### src/rtl/tick_gen_pkg.sv
// ---------------------------------------------------------------------------
// tick_gen_pkg
// Purpose : Shared definitions for the tick generator. Holds the controller
//           state encoding and the default width of the divide-ratio path.
// Contents:
//   DIV_W_DEF - default width of the divide ratio and prescale counter
//   state_t   - controller states IDLE / RUN / ONESHOT
// ---------------------------------------------------------------------------
package tick_gen_pkg;

    localparam int DIV_W_DEF = 8;

    typedef enum logic [1:0] {
        IDLE    = 2'd0,
        RUN     = 2'd1,
        ONESHOT = 2'd2
    } state_t;

endpackage : tick_gen_pkg

### src/rtl/tick_div_cnt.sv
// ---------------------------------------------------------------------------
// tick_div_cnt
// Purpose : Reloadable prescale down-counter used by tick_gen. It holds at
//           zero rather than wrapping; the owner reloads it when it needs a
//           new period.
// Ports   :
//   clk        in   clock, rising edge
//   reset      in   synchronous active-high reset, clears the count
//   i_load     in   load i_load_val this edge (wins over i_dec)
//   i_load_val in   DIV_W value to load
//   i_dec      in   decrement by one this edge (ignored at zero)
//   o_zero     out  count is zero
// ---------------------------------------------------------------------------
module tick_div_cnt
    import tick_gen_pkg::*;
#(
    parameter int DIV_W = DIV_W_DEF
) (
    input  logic             clk,
    input  logic             reset,
    input  logic             i_load,
    input  logic [DIV_W-1:0] i_load_val,
    input  logic             i_dec,
    output logic             o_zero
);

    localparam logic [DIV_W-1:0] ONE = DIV_W'(1);

    logic [DIV_W-1:0] r_count;

    always_ff @(posedge clk) begin
        if (reset) begin
            r_count <= '0;
        end else if (i_load) begin
            r_count <= i_load_val;
        end else if (i_dec && (r_count != '0)) begin
            // Zero is a floor: the count only returns to the top via a load.
            r_count <= r_count - ONE;
        end
    end

    assign o_zero = (r_count == '0);

endmodule : tick_div_cnt

### src/rtl/tick_gen.sv
// ---------------------------------------------------------------------------
// tick_gen
// Purpose : Programmable tick generator. Emits a one-cycle registered pulse
//           every div_q cycles while running (RUN), or exactly once (ONESHOT).
//           The first tick lands div_q edges after the accepting edge.
// Build option:
//   TICK_GEN_BURST_EN - when defined, adds burst_len/done; RUN stops by itself
//                       after burst_len ticks (burst_len = 0 runs forever).
// Ports   :
//   clk        in   clock, rising edge
//   reset      in   synchronous active-high reset
//   start      in   begin (or restart) continuous ticking
//   single     in   request one tick
//   stop       in   abort activity, highest priority
//   div        in   DIV_W divide ratio, 0 treated as 1, sampled only on accept
//   burst_len  in   DIV_W tick count per run (TICK_GEN_BURST_EN only)
//   done       out  pulses with the final tick of a burst (TICK_GEN_BURST_EN only)
//   tick       out  one-cycle registered tick pulse
//   busy       out  registered, high in RUN or ONESHOT
// ---------------------------------------------------------------------------
module tick_gen
    import tick_gen_pkg::*;
#(
    parameter int DIV_W = DIV_W_DEF
) (
    input  logic             clk,
    input  logic             reset,
    input  logic             start,
    input  logic             single,
    input  logic             stop,
    input  logic [DIV_W-1:0] div,
`ifdef TICK_GEN_BURST_EN
    input  logic [DIV_W-1:0] burst_len,
    output logic             done,
`endif
    output logic             tick,
    output logic             busy
);

    localparam logic [DIV_W-1:0] ONE = DIV_W'(1);

    state_t           r_state;
    logic             r_tick;
    logic             r_busy;
    logic [DIV_W-1:0] r_div_q;

    logic [DIV_W-1:0] w_div_in;
    logic [DIV_W-1:0] w_load_val;
    logic             w_accept;
    logic             w_reload;
    logic             w_load;
    logic             w_dec;
    logic             w_zero;

`ifdef TICK_GEN_BURST_EN
    logic [DIV_W-1:0] r_burst_len;
    logic [DIV_W-1:0] r_burst_cnt;
    logic             r_done;
`endif

    // A ratio of zero would never tick; run it as divide-by-one instead.
    assign w_div_in = (div == '0) ? ONE : div;

    // Edges that (re)latch div and restart the phase: a fresh start/single
    // from IDLE, or a restart while running.
    assign w_accept = !stop && (((r_state == IDLE) && (start || single)) ||
                                ((r_state == RUN) && start));

    // Reload after the tick edge so the next tick is a full period later.
    assign w_reload = (r_state == RUN) && !stop && !start && w_zero;

    assign w_load     = w_accept || w_reload;
    assign w_load_val = w_accept ? (w_div_in - ONE) : (r_div_q - ONE);
    assign w_dec      = ((r_state == RUN) || (r_state == ONESHOT)) && !stop &&
                        !w_accept && !w_zero;

    tick_div_cnt #(
        .DIV_W (DIV_W)
    ) u_div_cnt (
        .clk        (clk),
        .reset      (reset),
        .i_load     (w_load),
        .i_load_val (w_load_val),
        .i_dec      (w_dec),
        .o_zero     (w_zero)
    );

    always_ff @(posedge clk) begin
        if (reset) begin
            r_state <= IDLE;
            r_tick  <= 1'b0;
            r_busy  <= 1'b0;
            r_div_q <= '0;
`ifdef TICK_GEN_BURST_EN
            r_burst_len <= '0;
            r_burst_cnt <= '0;
            r_done      <= 1'b0;
`endif
        end else begin
            r_tick <= 1'b0;
`ifdef TICK_GEN_BURST_EN
            r_done <= 1'b0;
`endif
            case (r_state)
                IDLE: begin
                    if (!stop && (start || single)) begin
                        r_div_q <= w_div_in;
                        r_busy  <= 1'b1;
                        r_state <= start ? RUN : ONESHOT;
`ifdef TICK_GEN_BURST_EN
                        r_burst_len <= burst_len;
                        r_burst_cnt <= '0;
`endif
                    end
                end

                RUN: begin
                    if (stop) begin
                        r_state <= IDLE;
                        r_busy  <= 1'b0;
                    end else if (start) begin
                        // Restart: new ratio, new phase, no tick this edge.
                        r_div_q <= w_div_in;
`ifdef TICK_GEN_BURST_EN
                        r_burst_len <= burst_len;
                        r_burst_cnt <= '0;
`endif
                    end else if (w_zero) begin
                        r_tick <= 1'b1;
`ifdef TICK_GEN_BURST_EN
                        if (r_burst_len != '0) begin
                            if (r_burst_cnt == (r_burst_len - ONE)) begin
                                r_done  <= 1'b1;
                                r_state <= IDLE;
                                r_busy  <= 1'b0;
                            end else begin
                                r_burst_cnt <= r_burst_cnt + ONE;
                            end
                        end
`endif
                    end
                end

                ONESHOT: begin
                    if (stop) begin
                        r_state <= IDLE;
                        r_busy  <= 1'b0;
                    end else if (w_zero) begin
                        // The single tick and the return to IDLE share an edge.
                        r_tick  <= 1'b1;
                        r_state <= IDLE;
                        r_busy  <= 1'b0;
                    end
                end

                default: begin
                    r_state <= IDLE;
                    r_busy  <= 1'b0;
                end
            endcase
        end
    end

    assign tick = r_tick;
    assign busy = r_busy;
`ifdef TICK_GEN_BURST_EN
    assign done = r_done;
`endif

endmodule : tick_gen

### config.mk
export PLATFORM = sky130hd
export DESIGN_NAME = tick_gen
export DESIGN_NICKNAME = d
export VERILOG_FILES = /design/src/rtl/tick_gen_pkg.sv /design/src/rtl/tick_div_cnt.sv /design/src/rtl/tick_gen.sv
export SDC_FILE = /design/constraint.sdc
export NUM_CORES = 1
export LEC_CHECK = 0
export CORE_UTILIZATION = 41
export CTS_BUF_LIST = sky130_fd_sc_hd__clkbuf_2 sky130_fd_sc_hd__clkbuf_4 sky130_fd_sc_hd__clkbuf_8
export CTS_CLUSTER_DIAMETER = 120
export CTS_CLUSTER_SIZE = 40
export DETAILED_ROUTE_END_ITERATION = 8
export GPL_ROUTABILITY_DRIVEN = 0
export PLACE_DENSITY_LB_ADDON = 0.08
export REMOVE_ABC_BUFFERS = 1
export SLEW_MARGIN = 20
export SYNTH_ARGS = -nofsm -noshare
export SYNTH_HDL_FRONTEND = slang
export SYNTH_SLANG_ARGS = --single-unit
### constraint.sdc
create_clock -name clk -period 2.7 [get_ports clk]
set_input_delay 0.27 -clock clk [delete_from_list [all_inputs] [get_ports clk]]
set_output_delay 0.27 -clock clk [all_outputs]
set_load 0.01 [all_outputs]
==> metrics.md <==
| Metric | Value |
|---|---|
| Result of the run | `completed` |
| Maximum clock frequency | `~400 MHz` |
| Routed len/inst | `15.03 microns` |
| Global-route wire length before repair | `~4700 microns` |
| Area added between synthesis and finish | `23.77%` |
| Commonest non-fill, non-tap cells in the layout | `sky130_fd_sc_hd__nor2_1 (25), sky130_fd_sc_hd__dfxtp_1 (20), sky130_fd_sc_hd__clkdlybuf4s50_1 (14), sky130_fd_sc_hd__mux2i_1 (11), sky130_fd_sc_hd__a21oi_1 (11)` |
| Insertion delay to the later sink of the worst-skew pair | `~0.30 ns` |
| Vias in the first global route | `about 1100` |
| Setup bufs post-CTS | `0` |
| Post-CTS Resized | `0` |
| Start of the worst register-to-register path | `r_state[0]` |
| Worst slew slack as a fraction of its limit | `0.6327` |
| Horiz. Die Dim | `56.10 microns` |
| Number of max-capacitance violations reported | `0` |
| Antenna cells | `0` |
| Pin slew with the least headroom to its limit | `0.5452 ns` |
| Switch Pwr | `about 0.33 mW` |
| Required time at the worst-slack endpoint | `~3 ns` |
| Area enclosed by the die boundary | `roughly 3100 sq um` |
| Number of standard cells after synthesis | `between 100 and 150` |
| Max Clock Skew | `0.005613 ns` |
| Switching share of total power | `0.3570` |
| Netlist area before placement | `~1200 sq um` |
| Total number of clock tree sinks | `20` |
| Count of final max-slew check failures | `0` |
| Clk network pwr share | `0.192` |
| Worst reg2reg path endpoint | `u_div_cnt.r_count[6]` |
| Count of synthesis-stage warnings from yosys | `0` |
| Family with the most delay on the worst path | `simple AND/OR/NAND/NOR gates` |
| Sequential share of the synthesized area | `0.3337` |
| Mean instance size in the synthesized netlist | `~8.2 sq um` |
| Worst min-delay path category | `reg -> reg` |
| Hold Fails Final Rpt | `0` |
| Detailed Routing Iterations Pass 1 | `4` |
| Post-detailed-route via-to-cell ratio | `roughly 5.7` |
| # rows | `19` |
| Met1 Track Usage GR | `0.2471` |
| Number of buffers inserted during clock tree synthesis | `3` |
| Top FF cell, synth | `sky130_fd_sc_hd__dfxtp_1` |
| Capture point of the critical path | `u_div_cnt.r_count[6]` |
| Total number of vias | `1137` |
| Crit path largest cell delay | `0.46 ns` |
| CORE AREA | `about 2800 sq um` |
| Post-layout net count | `~190` |
| Kind of launch point of the worst setup path | `flop` |
| Root buffer selected by CTS | `sky130_fd_sc_hd__clkbuf_4` |
| Register-to-register setup slack | `about 0.18 ns` |
| Count of port buffers added during placement | `14` |
| Slowest CP cell | `sky130_fd_sc_hd__dfxtp_1` |
| Power share of the combinational group | `0.407` |
| Number of H-tree levels | `1` |
| Hold-fix buffers at CTS | `0` |
| GR Layer Usage met3 | `0.02326` |
| DRT iter0 DRCs | `29` |
| Max rail drop VDD | `roughly 0.32 mV` |
| Worst Path Class, Setup | `reg -> reg` |
| EDFF count, synth | `0` |
| Final design instance area without fill | `about 1500 sq um` |
| Total Routing Usage GR | `0.1920` |
| Minimum clock period | `approximately 2.5 ns` |
| Power density over the cells | `approximately 630 nW/um^2` |
| IO Count | `15` |
| Height of the chip | `about 56 microns` |
| Launch point of the worst path | `r_state[0]` |
| Cells traversed along the worst timing path | `ha_4, nand2_1, a21oi_2, mux2_2, a21oi_1, ha_1, nand4b_1, or3_1, a311oi_1` |
| Area of the multi-input gates | `764.5 sq um` |
| Clock Pin Slew Worst Setup and Hold Paths | `~0.12 ns` |
| Most common cell after layout, fill and taps aside | `sky130_fd_sc_hd__nor2_1` |
| Sum of negative setup slack | `0 ns` |
| Most utilized layer in the global route result | `met2` |
| Area used by sequential logic in the layout | `400.4 sq um` |
| Core occupancy in the finished layout | `0.5386` |
| Post-placement cell area | `about 1400 sq um` |
| Longest Clk Path Bufs | `2` |
| Fraction of layout cells with a size suffix above 1 | `0.1479` |
| Internal power contribution | `around 0.6 mW` |
| Unrepaired setup endpoints after global routing | `no` |
| Design Power | `~0.93 mW` |
| Hold WS | `0.5137 ns` |
| Cells after DPL | `around 200` |
| Leak | `around 0.6 nW` |
| Fraction of the cycle the final worst path needs | `0.9323` |
| Fill count | `roughly 260` |
| Register bit count reported by yosys | `20` |
| Share of async-settable or async-resettable flops after synthesis | `0` |
| Smallest setup slack after layout | `around 0.18 ns` |
| Congestion Overflow GR | `0` |
| Clock tree from TritonCTS | `yes` |
| Signal arrival time at the worst endpoint | `about 2.7 ns` |
| Final non-filler cell total | `200` |
| Logic depth of the worst setup path including buffers | `9` |
| Category of the worst setup path capture point | `flop` |
| Total wire length | `between 3000 and 4000 microns` |
| Highest net fanout along the worst path | `5` |
| Library cells used by synthesis | `40` |
| Met2 track demand over resource in global routing | `0.3180` |
| Worst reg-to-reg path cell count | `9` |
| Number of setup violations in the final report | `0` |
| Initial antenna violation count | `0` |
| Maximum number of pins on one net before global-route repair | `23` |
| Post-DP HPWL | `2240 microns` |
| Sum of buffers and inverters on the critical path | `0` |
| Cell depth of the worst min-delay path | `2` |
| Place WS | `-0.1375 ns` |
| Share of power burned in registers | `0.400` |
| Initial core utilization | `0.4351` |
| Count of antenna-violating nets left after detailed routing | `0` |
| Number of DRC violations after detailed routing | `0` |
Yosys cell counts (3+ instances only):
library cell / count / area share
sky130_fd_sc_hd__nand2_1: 7 / 0.022
sky130_fd_sc_hd__o21ai_0: 6 / 0.025
sky130_fd_sc_hd__a311oi_1: 4 / 0.029
sky130_fd_sc_hd__dfxtp_1: 20 / 0.33
sky130_fd_sc_hd__nor2_1: 25 / 0.078
sky130_fd_sc_hd__inv_1: 8 / 0.025
sky130_fd_sc_hd__a21oi_1: 11 / 0.046
sky130_fd_sc_hd__a31oi_1: 3 / 0.016
sky130_fd_sc_hd__nand2b_1: 3 / 0.016
sky130_fd_sc_hd__nand3_1: 3 / 0.013
sky130_fd_sc_hd__mux2i_1: 11 / 0.092
sky130_fd_sc_hd__ha_1: 4 / 0.042
sky130_fd_sc_hd__or3_1: 4 / 0.021
sky130_fd_sc_hd__a211oi_1: 4 / 0.025
sky130_fd_sc_hd__mux2_2: 3 / 0.028
worst min-delay path by stage:
stage	slack [ns]	start	end
6_report	0.51	r_div_q[0]	r_div_q[0]
5_1_grt	0.54	r_div_q[7]	r_div_q[7]
4_1_cts	0.51	r_state[0]	r_state[0]
3_5_place_dp	0.48	r_div_q[0]	r_div_q[0]
3_3_place_gp	0.48	r_state[0]	r_state[0]
2_1_floorplan	0.34	reset	r_state[0]
flip-flops by register name (all words and copies together) (netlist names):
register and count:
r_div_q 8, tick 1, r_state 2, busy 1, u_div_cnt.r_count 8
kinds of logic (layout without fill, tap and decap cells):
family                   count (synthesis)  in the layout  synth area share
AO/OA/AOI/OAI                           38             38            0.2117
AND/OR/NAND/NOR                         57             57            0.2378
adder cells (fa/ha/maj)                  4              4           0.04171
multiplexers                            14             14            0.1199
flip-flops                              20             20            0.3337
buffers and inverters                   14             36           0.05526
layer usage:
layer | up-vias | share of wire
met3 | 2 | 0.040
met4 | 0 | 0.0053
met2 | 22 | 0.47
met1 | 529 | 0.49
li1 | 584 | -
met5 | - | 0
area by class of cell:
type / count / area share
tap: 31 / 0.02612
sequential: 20 / 0.2696
inverter: 8 / 0.02022
clock buffer: 4 / 0.02443
multi-input combinational: 113 / 0.5147
timing repair buffer: 24 / 0.1449
power by group through the flow:
stage          registers [mW]  clock network [mW]  logic (mW)
3_3_place_gp            0.378                   0       0.354
5_1_grt                 0.379               0.197       0.423
3_5_place_dp            0.380                   0       0.361
2_1_floorplan           0.368                   0       0.237
4_1_cts                 0.373               0.187       0.363
6_report                0.374               0.180       0.381
worst min-delay path, stage by stage (launching register included):
cell,delay [ns]
sky130_fd_sc_hd__dfxtp_1,0.35
sky130_fd_sc_hd__a21oi_1,0.06
sky130_fd_sc_hd__nor2_1,0.07
Power figures use the tool's default switching activity.
